===== src/rtl/mbldcm_pkg.sv =====
// Shared definitions for the BLDC motor-control blocks: default field widths,
// PWM register reset values and the PWM generator state encoding.
package mbldcm_pkg;

  localparam int unsigned cPrscWidth = 6;
  localparam int unsigned cCntWidth  = 16;

  localparam logic [cPrscWidth-1:0] cPrscRst   = '0;
  localparam logic [cCntWidth-1:0]  cMaxCntRst = 16'hFFFF;
  localparam logic [cCntWidth:0]    cCmpRst    = '0;

  typedef enum logic {
    IDLE = 1'b0,
    RUN  = 1'b1
  } pwmState_t;

endpackage


===== src/rtl/mbldcm_pwm_gen_if.sv =====
// Register-side configuration and waveform outputs of the PWM carrier generator.
// The master is the register block / commutation stage, the slave is the generator.
interface mbldcm_pwm_gen_if
  import mbldcm_pkg::*;
#(
  parameter int pPrscWidth = cPrscWidth,
  parameter int pCntWidth  = cCntWidth
);

  logic                  iEnable;
  logic [pPrscWidth-1:0] iPwmPrsc;
  logic [pCntWidth-1:0]  iPwmMaxCnt;
  logic [pCntWidth:0]    iPwmCmp;
  logic                  oPwm;
  logic                  oPeriodEnd;
  logic                  oRunning;

  modport master (
    output iEnable, iPwmPrsc, iPwmMaxCnt, iPwmCmp,
    input  oPwm, oPeriodEnd, oRunning
  );

  modport slave (
    input  iEnable, iPwmPrsc, iPwmMaxCnt, iPwmCmp,
    output oPwm, oPeriodEnd, oRunning
  );

endinterface


===== src/rtl/mbldcm_prescaler.sv =====
// Clock prescaler for the PWM period counter: oTick is high one clock in every
// (iPrsc+1) while not cleared; iClear holds the count at zero.
module mbldcm_prescaler
  import mbldcm_pkg::*;
#(
  parameter int pPrscWidth = cPrscWidth
) (
  input  logic                  iClock,
  input  logic                  iReset_n,
  input  logic                  iClear,
  input  logic [pPrscWidth-1:0] iPrsc,
  output logic                  oTick
);

  logic [pPrscWidth-1:0] rPrscCnt;

  assign oTick = !iClear && (rPrscCnt == iPrsc);

  always_ff @(posedge iClock) begin
    if (!iReset_n || iClear) begin
      rPrscCnt <= '0;
    end else if (oTick) begin
      rPrscCnt <= '0;
    end else begin
      rPrscCnt <= rPrscCnt + 1'b1;
    end
  end

endmodule


===== src/rtl/mbldcm_pwm_gen.sv =====
// PWM carrier generator for the BLDC gate commutation stage. Prescaler, period and
// compare settings are shadowed and only take effect at a period wrap or at start-up.
module mbldcm_pwm_gen
  import mbldcm_pkg::*;
#(
  parameter int   pPrscWidth = cPrscWidth,
  parameter int   pCntWidth  = cCntWidth,
  parameter logic pIdleLevel = 1'b0
) (
  input  logic            iClock,
  input  logic            iReset_n,
  mbldcm_pwm_gen_if.slave pwmIf
);

  pwmState_t             rState;
  pwmState_t             wStateNxt;
  logic                  wLoad;
  logic                  wPrscClear;
  logic                  wTick;
  logic                  wWrap;
  logic                  wActive;
  logic [pPrscWidth-1:0] shPrsc;
  logic [pCntWidth-1:0]  shMaxCnt;
  logic [pCntWidth:0]    shCmp;
  logic [pCntWidth-1:0]  rCnt;
  logic                  rPwm;
  logic                  rPeriodEnd;

  // Compare is one bit wider than the counter so a compare above maxcnt means "always high".
  function automatic logic fDutyHigh(input logic [pCntWidth-1:0] cnt,
                                     input logic [pCntWidth:0]   cmp);
    return ({1'b0, cnt} < cmp);
  endfunction

  always_ff @(posedge iClock) begin
    if (!iReset_n) begin
      rState <= IDLE;
    end else begin
      rState <= wStateNxt;
    end
  end

  always_comb begin
    wStateNxt = rState;
    wLoad     = 1'b0;
    case (rState)
      IDLE: begin
        if (pwmIf.iEnable) begin
          wStateNxt = RUN;
          wLoad     = 1'b1;
        end
      end
      RUN: begin
        if (!pwmIf.iEnable) begin
          wStateNxt = IDLE;
        end
      end
      default: wStateNxt = IDLE;
    endcase
  end

  // Counting only happens in RUN with the enable still high; a falling enable wins over a wrap.
  assign wActive    = (rState == RUN) && pwmIf.iEnable;
  assign wPrscClear = !wActive;
  assign wWrap      = wTick && (rCnt == shMaxCnt);

  mbldcm_prescaler #(
    .pPrscWidth(pPrscWidth)
  ) uPrescaler (
    .iClock  (iClock),
    .iReset_n(iReset_n),
    .iClear  (wPrscClear),
    .iPrsc   (shPrsc),
    .oTick   (wTick)
  );

  always_ff @(posedge iClock) begin
    if (!iReset_n) begin
      shPrsc     <= pPrscWidth'(cPrscRst);
      shMaxCnt   <= pCntWidth'(cMaxCntRst);
      shCmp      <= (pCntWidth + 1)'(cCmpRst);
      rCnt       <= '0;
      rPwm       <= pIdleLevel;
      rPeriodEnd <= 1'b0;
    end else begin
      rPeriodEnd <= 1'b0;
      if (wLoad) begin
        shPrsc   <= pwmIf.iPwmPrsc;
        shMaxCnt <= pwmIf.iPwmMaxCnt;
        shCmp    <= pwmIf.iPwmCmp;
        rCnt     <= '0;
        rPwm     <= pIdleLevel;
      end else if (wActive) begin
        rPwm <= fDutyHigh(rCnt, shCmp);
        if (wWrap) begin
          rCnt       <= '0;
          rPeriodEnd <= 1'b1;
          shPrsc     <= pwmIf.iPwmPrsc;
          shMaxCnt   <= pwmIf.iPwmMaxCnt;
          shCmp      <= pwmIf.iPwmCmp;
        end else if (wTick) begin
          rCnt <= rCnt + 1'b1;
        end
      end else begin
        rCnt <= '0;
        rPwm <= pIdleLevel;
      end
    end
  end

  assign pwmIf.oPwm       = rPwm;
  assign pwmIf.oPeriodEnd = rPeriodEnd;
  assign pwmIf.oRunning   = (rState == RUN);

endmodule


===== src/flat_wrapper.sv =====
// flat-port wrapper written by rule: the top's interface ports become plain ports
module mbldcm_pwm_gen_flat import mbldcm_pkg::*;
#(
  parameter int   pPrscWidth = cPrscWidth,
  parameter int   pCntWidth  = cCntWidth,
  parameter logic pIdleLevel = 1'b0
)
  (iClock, iReset_n, pwmIf_iEnable, pwmIf_iPwmPrsc, pwmIf_iPwmMaxCnt, pwmIf_iPwmCmp, pwmIf_oPwm, pwmIf_oPeriodEnd, pwmIf_oRunning);
  mbldcm_pwm_gen_if #(.pPrscWidth(pPrscWidth), .pCntWidth(pCntWidth)) pwmIf_i ();
  input  logic iClock;
  input  logic iReset_n;
  input wire logic [$bits(pwmIf_i.iEnable)-1:0] pwmIf_iEnable;
  input wire logic [$bits(pwmIf_i.iPwmPrsc)-1:0] pwmIf_iPwmPrsc;
  input wire logic [$bits(pwmIf_i.iPwmMaxCnt)-1:0] pwmIf_iPwmMaxCnt;
  input wire logic [$bits(pwmIf_i.iPwmCmp)-1:0] pwmIf_iPwmCmp;
  output wire logic [$bits(pwmIf_i.oPwm)-1:0] pwmIf_oPwm;
  output wire logic [$bits(pwmIf_i.oPeriodEnd)-1:0] pwmIf_oPeriodEnd;
  output wire logic [$bits(pwmIf_i.oRunning)-1:0] pwmIf_oRunning;
  assign pwmIf_i.iEnable = pwmIf_iEnable;
  assign pwmIf_i.iPwmPrsc = pwmIf_iPwmPrsc;
  assign pwmIf_i.iPwmMaxCnt = pwmIf_iPwmMaxCnt;
  assign pwmIf_i.iPwmCmp = pwmIf_iPwmCmp;
  assign pwmIf_oPwm = pwmIf_i.oPwm;
  assign pwmIf_oPeriodEnd = pwmIf_i.oPeriodEnd;
  assign pwmIf_oRunning = pwmIf_i.oRunning;
  mbldcm_pwm_gen #(.pPrscWidth(pPrscWidth), .pCntWidth(pCntWidth), .pIdleLevel(pIdleLevel)) u_core (.iClock(iClock), .iReset_n(iReset_n), .pwmIf(pwmIf_i));
endmodule

===== config.mk =====
export PLATFORM = sky130hd
export DESIGN_NAME = mbldcm_pwm_gen_flat
export DESIGN_NICKNAME = d
export VERILOG_FILES = /design/src/rtl/mbldcm_pkg.sv /design/src/rtl/mbldcm_pwm_gen_if.sv /design/src/rtl/mbldcm_prescaler.sv /design/src/rtl/mbldcm_pwm_gen.sv /design/src/flat_wrapper.sv
export SDC_FILE = /design/constraint.sdc
export NUM_CORES = 1
export LEC_CHECK = 0
export BUFFER_PORTS_ARGS = -buffer_cell sky130_fd_sc_hd__buf_2
export CORE_ASPECT_RATIO = 1.4
export CORE_MARGIN = 4
export CORE_UTILIZATION = 51
export CTS_CLUSTER_SIZE = 24
export DETAILED_ROUTE_END_ITERATION = 10
export GPL_TIMING_DRIVEN = 0
export PLACE_DENSITY = 0.71
export SLEW_MARGIN = 5
export SYNTH_ARGS = -nofsm -noshare
export SYNTH_HDL_FRONTEND = slang
export SYNTH_SLANG_ARGS = --single-unit

===== constraint.sdc =====
create_clock -name iClock -period 1.8 [get_ports iClock]
set_input_delay 0.09 -clock iClock [delete_from_list [all_inputs] [get_ports iClock]]
set_output_delay 0.09 -clock iClock [all_outputs]
set_load 0.005 [all_outputs]

==> impl_metrics.env <==
export IMPL_grt_max_degree=12
export IMPL_port_buffers=43
export IMPL_worstHoldPathType="input port to flop"
export IMPL_synthCells=367
export IMPL_wl_um=8618
export IMPL_grt_first_pass_wirelength_um=13210
export IMPL_required_ns=2.07
export IMPL_start_util_pct=52.52
export IMPL_fillers=425
export IMPL_period_minus_slack_ns=1.976
export IMPL_reg2reg_setup_slack_ns=-0.16
export IMPL_synth_seq_cells=64
export IMPL_cts_tree="done"
export IMPL_synth_area_leaders="dfxtp_1, mux2i_1, xor2_1, ha_1, nand2_1"
export IMPL_finalPower_mw=3.339
export IMPL_fin_worst_skew_ns=0.008767
export IMPL_syn_num_nets=426
export IMPL_hold_viol_final=0
export IMPL_num_rows=34
export IMPL_synthAdderAreaFrac_pct=6.476
export IMPL_cts_buffers_inserted=9
export IMPL_timing_fmax_ghz=0.5061
export IMPL_antenna_found_initial=0
export IMPL_drt_pass1_iterations=4
export IMPL_clockRootBuffer="clkbuf_8"
export IMPL_syn_area_mm2=0.003284
export IMPL_rsz0062_at_grt="true"
export IMPL_fp_dieH_um=103.0
export IMPL_synth_xor_area_share_pct=9.333
export IMPL_endpoint_kind="flop"
export IMPL_arrival_ns=2.24
export IMPL_overflow=0
export IMPL_clockBufferDepth=2
export IMPL_die_x_um=75.83
export IMPL_yosysTopAreaCell="dfxtp_1"
export IMPL_wl_per_cell_um=15.47
export IMPL_dp_cells=482
export IMPL_status="finished with violations"
export IMPL_track_usage_pct=22.45
export IMPL_yosys_area_top_type_share_pct=39.01
export IMPL_power_density_mw_per_mm2=722.2
export IMPL_timing_hold_ws_ns=0.02061
export IMPL_cts_reportedPaths_clkPinSlew_ns=0.07
export IMPL_ant_nets=0
export IMPL_synth_compound_area_share_pct=5.600
export IMPL_switching_share_pct=24.10
export IMPL_finalMaxSlewViolations=0
export IMPL_relSlewSlack_pct=64.97
export IMPL_p_int_mw=2.534
export IMPL_seq_area_frac_synth_pct=39.01
export IMPL_fin_nets=539
export IMPL_gp_congestion=0.8394
export IMPL_vias=2904
export IMPL_min_period_over_period_pct=109.8
export IMPL_synth_simple_area_share_pct=23.16
export IMPL_p_leak_nw=1.975
export IMPL_critPathKind="input port to flop"
export IMPL_worst_slack_ns=-0.1758
export IMPL_synth_distinct_cells=35
export IMPL_fin_cells=557
export IMPL_post_dp_hpwl_um=5366
export IMPL_cts_sinks=64
export IMPL_cts_max_level=3
export IMPL_synth_mux_area_share_pct=11.89
export IMPL_peakVddDrop_mv=0.5612
export IMPL_seqPwrFrac_pct=45.1
export IMPL_dieArea_mm2=0.007806
export IMPL_synth_top_family_by_area="simple AND/OR/NAND/NOR gates"
export IMPL_yosysWarnings=0
export IMPL_cap_violations=0
export IMPL_power_frac_comb_pct=13.7
export IMPL_path_max_fanout=5
export IMPL_power_switching_mw=0.8045
export IMPL_via_per_inst=5.214
export IMPL_setup_viol=55
export IMPL_antenna_cells=0
export IMPL_tightestPinTransition_ns=0.5254
export IMPL_utilization_pct=73.93
export IMPL_drcViolationCount=0
export IMPL_start_kind="input port"
export IMPL_drtIter0Drc=142
export IMPL_drive_above_1_share_pct=28.25
export IMPL_syn_to_final_growth_pct=40.76
export IMPL_avgSynthCellArea_um2=8.949
export IMPL_grt_pass1_vias=2817
export IMPL_clk_latency_ns=0.34
export IMPL_violations="negative setup slack"
export IMPL_boundaryPins=45
export IMPL_core_mm2=0.006254
export IMPL_pwr_share_clk_pct=41.2
[power by group through the flow]
stage	clock [mW]	combinational, mW	sequential (mW)
4_1_cts	1.40	0.410	1.51
2_1_floorplan	0	0.215	1.53
5_1_grt	1.47	0.501	1.51
3_3_place_gp	0	0.309	1.54
3_5_place_dp	0	0.316	1.54
6_report	1.37	0.457	1.51
[synthesized netlist by cell type (all sizes together)]
cell type	count
a21o	7
a21oi	13
and2	4
and3	5
and4	2
buf	7
clkbuf	9
dfxtp	64
ha	17
inv	19
mux2i	39
nand2	54
nand2b	1
nand3	7
nand4	12
nand4b	1
nor2	15
nor2b	32
nor3	1
nor3b	1
nor4	5
o2111ai	1
o21ai	6
o22ai	1
o31ai	2
or2	1
or3	4
or4	2
xnor2	2
xor2	33
[worst paths after layout]
| kind | start | to | cells after the start |
|---|---|---|---|
| setup / recovery | pwmIf_iEnable | u_core.shMaxCnt[4] | 9 |
| hold / removal | pwmIf_iPwmMaxCnt[1] | u_core.shMaxCnt[1] | 3 |
| setup reg to reg | u_core.uPrescaler.rPrscCnt[2] | u_core.shMaxCnt[4] | 7 |
| hold reg to reg | u_core.uPrescaler.rPrscCnt[0] | u_core.uPrescaler.rPrscCnt[0] | 1 |
[what timing repair did]
| action | CTS | global route |
|---|---|---|
| endpoints found under the hold margin | 36 | 0 |
| buffers inserted | 12 | 8 |
| pin swaps | 10 | 21 |
| hold buffers | 36 | 0 |
| gates resized for setup | 29 | 51 |
| gates cloned | 0 | 3 |
| endpoints found under the setup margin | 60 | 59 |
[metal layers]
layer  vias up  routed length [um]  GRT usage (%)
met4         0                 254          10.09
met3        20                 407          5.659
li1       1458                   -              -
met2        77                4469          37.07
met1      1349                3487          26.94
met5         -                   0              0
[cell usage in the layout (no fill, tap or decap), drive strengths merged]
cell,count
bufinv,2
o22ai,1
mux2i,39
a21oi,13
nand4b,1
nor4,5
and4,2
xor2,33
clkinv,1
nand2b,1
inv,19
dfxtp,64
nand4,12
o31ai,2
xnor2,2
nand3,7
buf,72
o2111ai,1
clkbuf,21
ha,17
nor3b,1
or2,1
nand2,54
o21ai,6
a21o,7
or3,4
or4,2
nor3,1
dlygate4sd3,36
nor2b,32
and3,5
and2,4
clkinvlp,2
nor2,15
[final cells by class]
class / count / area, um^2 / area share [%]
plain buffers: 16 / 130.1 / 2.815
clock buffers: 11 / 141.4 / 3.058
clock inverters: 5 / 80.08 / 1.732
inverters: 19 / 71.32 / 1.543
multi-input cells: 268 / 1998 / 43.22
flip-flops and latches: 64 / 1318 / 28.50
well taps: 72 / 90.09 / 1.949
repair buffers: 102 / 794.5 / 17.19
[per-stage QoR]
stage	setup TNS [ns]	worst slack [ns]	cell area (um^2)
final	-7.062	-0.1758	4623
after floorplan	0	0.04569	3284
after detailed placement	-16.42	-0.4541	3590
after CTS	-0.8953	-0.04745	4359
after global routing	-8.882	-0.2296	4623
after global placement	-16.00	-0.4826	3590
[critical path, cell delays in order]
cell and delay (ns):
dlygate4sd3_1 0.56, buf_6 0.12, nand2_1 0.08, nor4_4 0.39
nand4_1 0.25, o22ai_4 0.26, buf_6 0.18, buf_12 0.12
mux2i_2 0.20
[flip-flops by register name (all words and copies together) (netlist names)]
| name | count |
|---|---|
| u_core.pwmIf.oPeriodEnd | 1 |
| u_core.uPrescaler.rPrscCnt | 6 |
| u_core.shCmp | 17 |
| u_core.rCnt | 16 |
| u_core.shMaxCnt | 16 |
| u_core.pwmIf.oRunning | 1 |
| u_core.shPrsc | 6 |
| u_core.pwmIf.oPwm | 1 |
[cells by family after synthesis]
| group | Yosys count |
|---|---|
| AOI/OAI and AO/OA | 30 |
| xor gates and xnor gates | 35 |
| adders and majority gates | 17 |
| buffers and inverters | 35 |
| DFF | 64 |
| muxes | 39 |
| and+or+nand+nor | 147 |
Note: power is estimated with default switching activity, not from simulation.
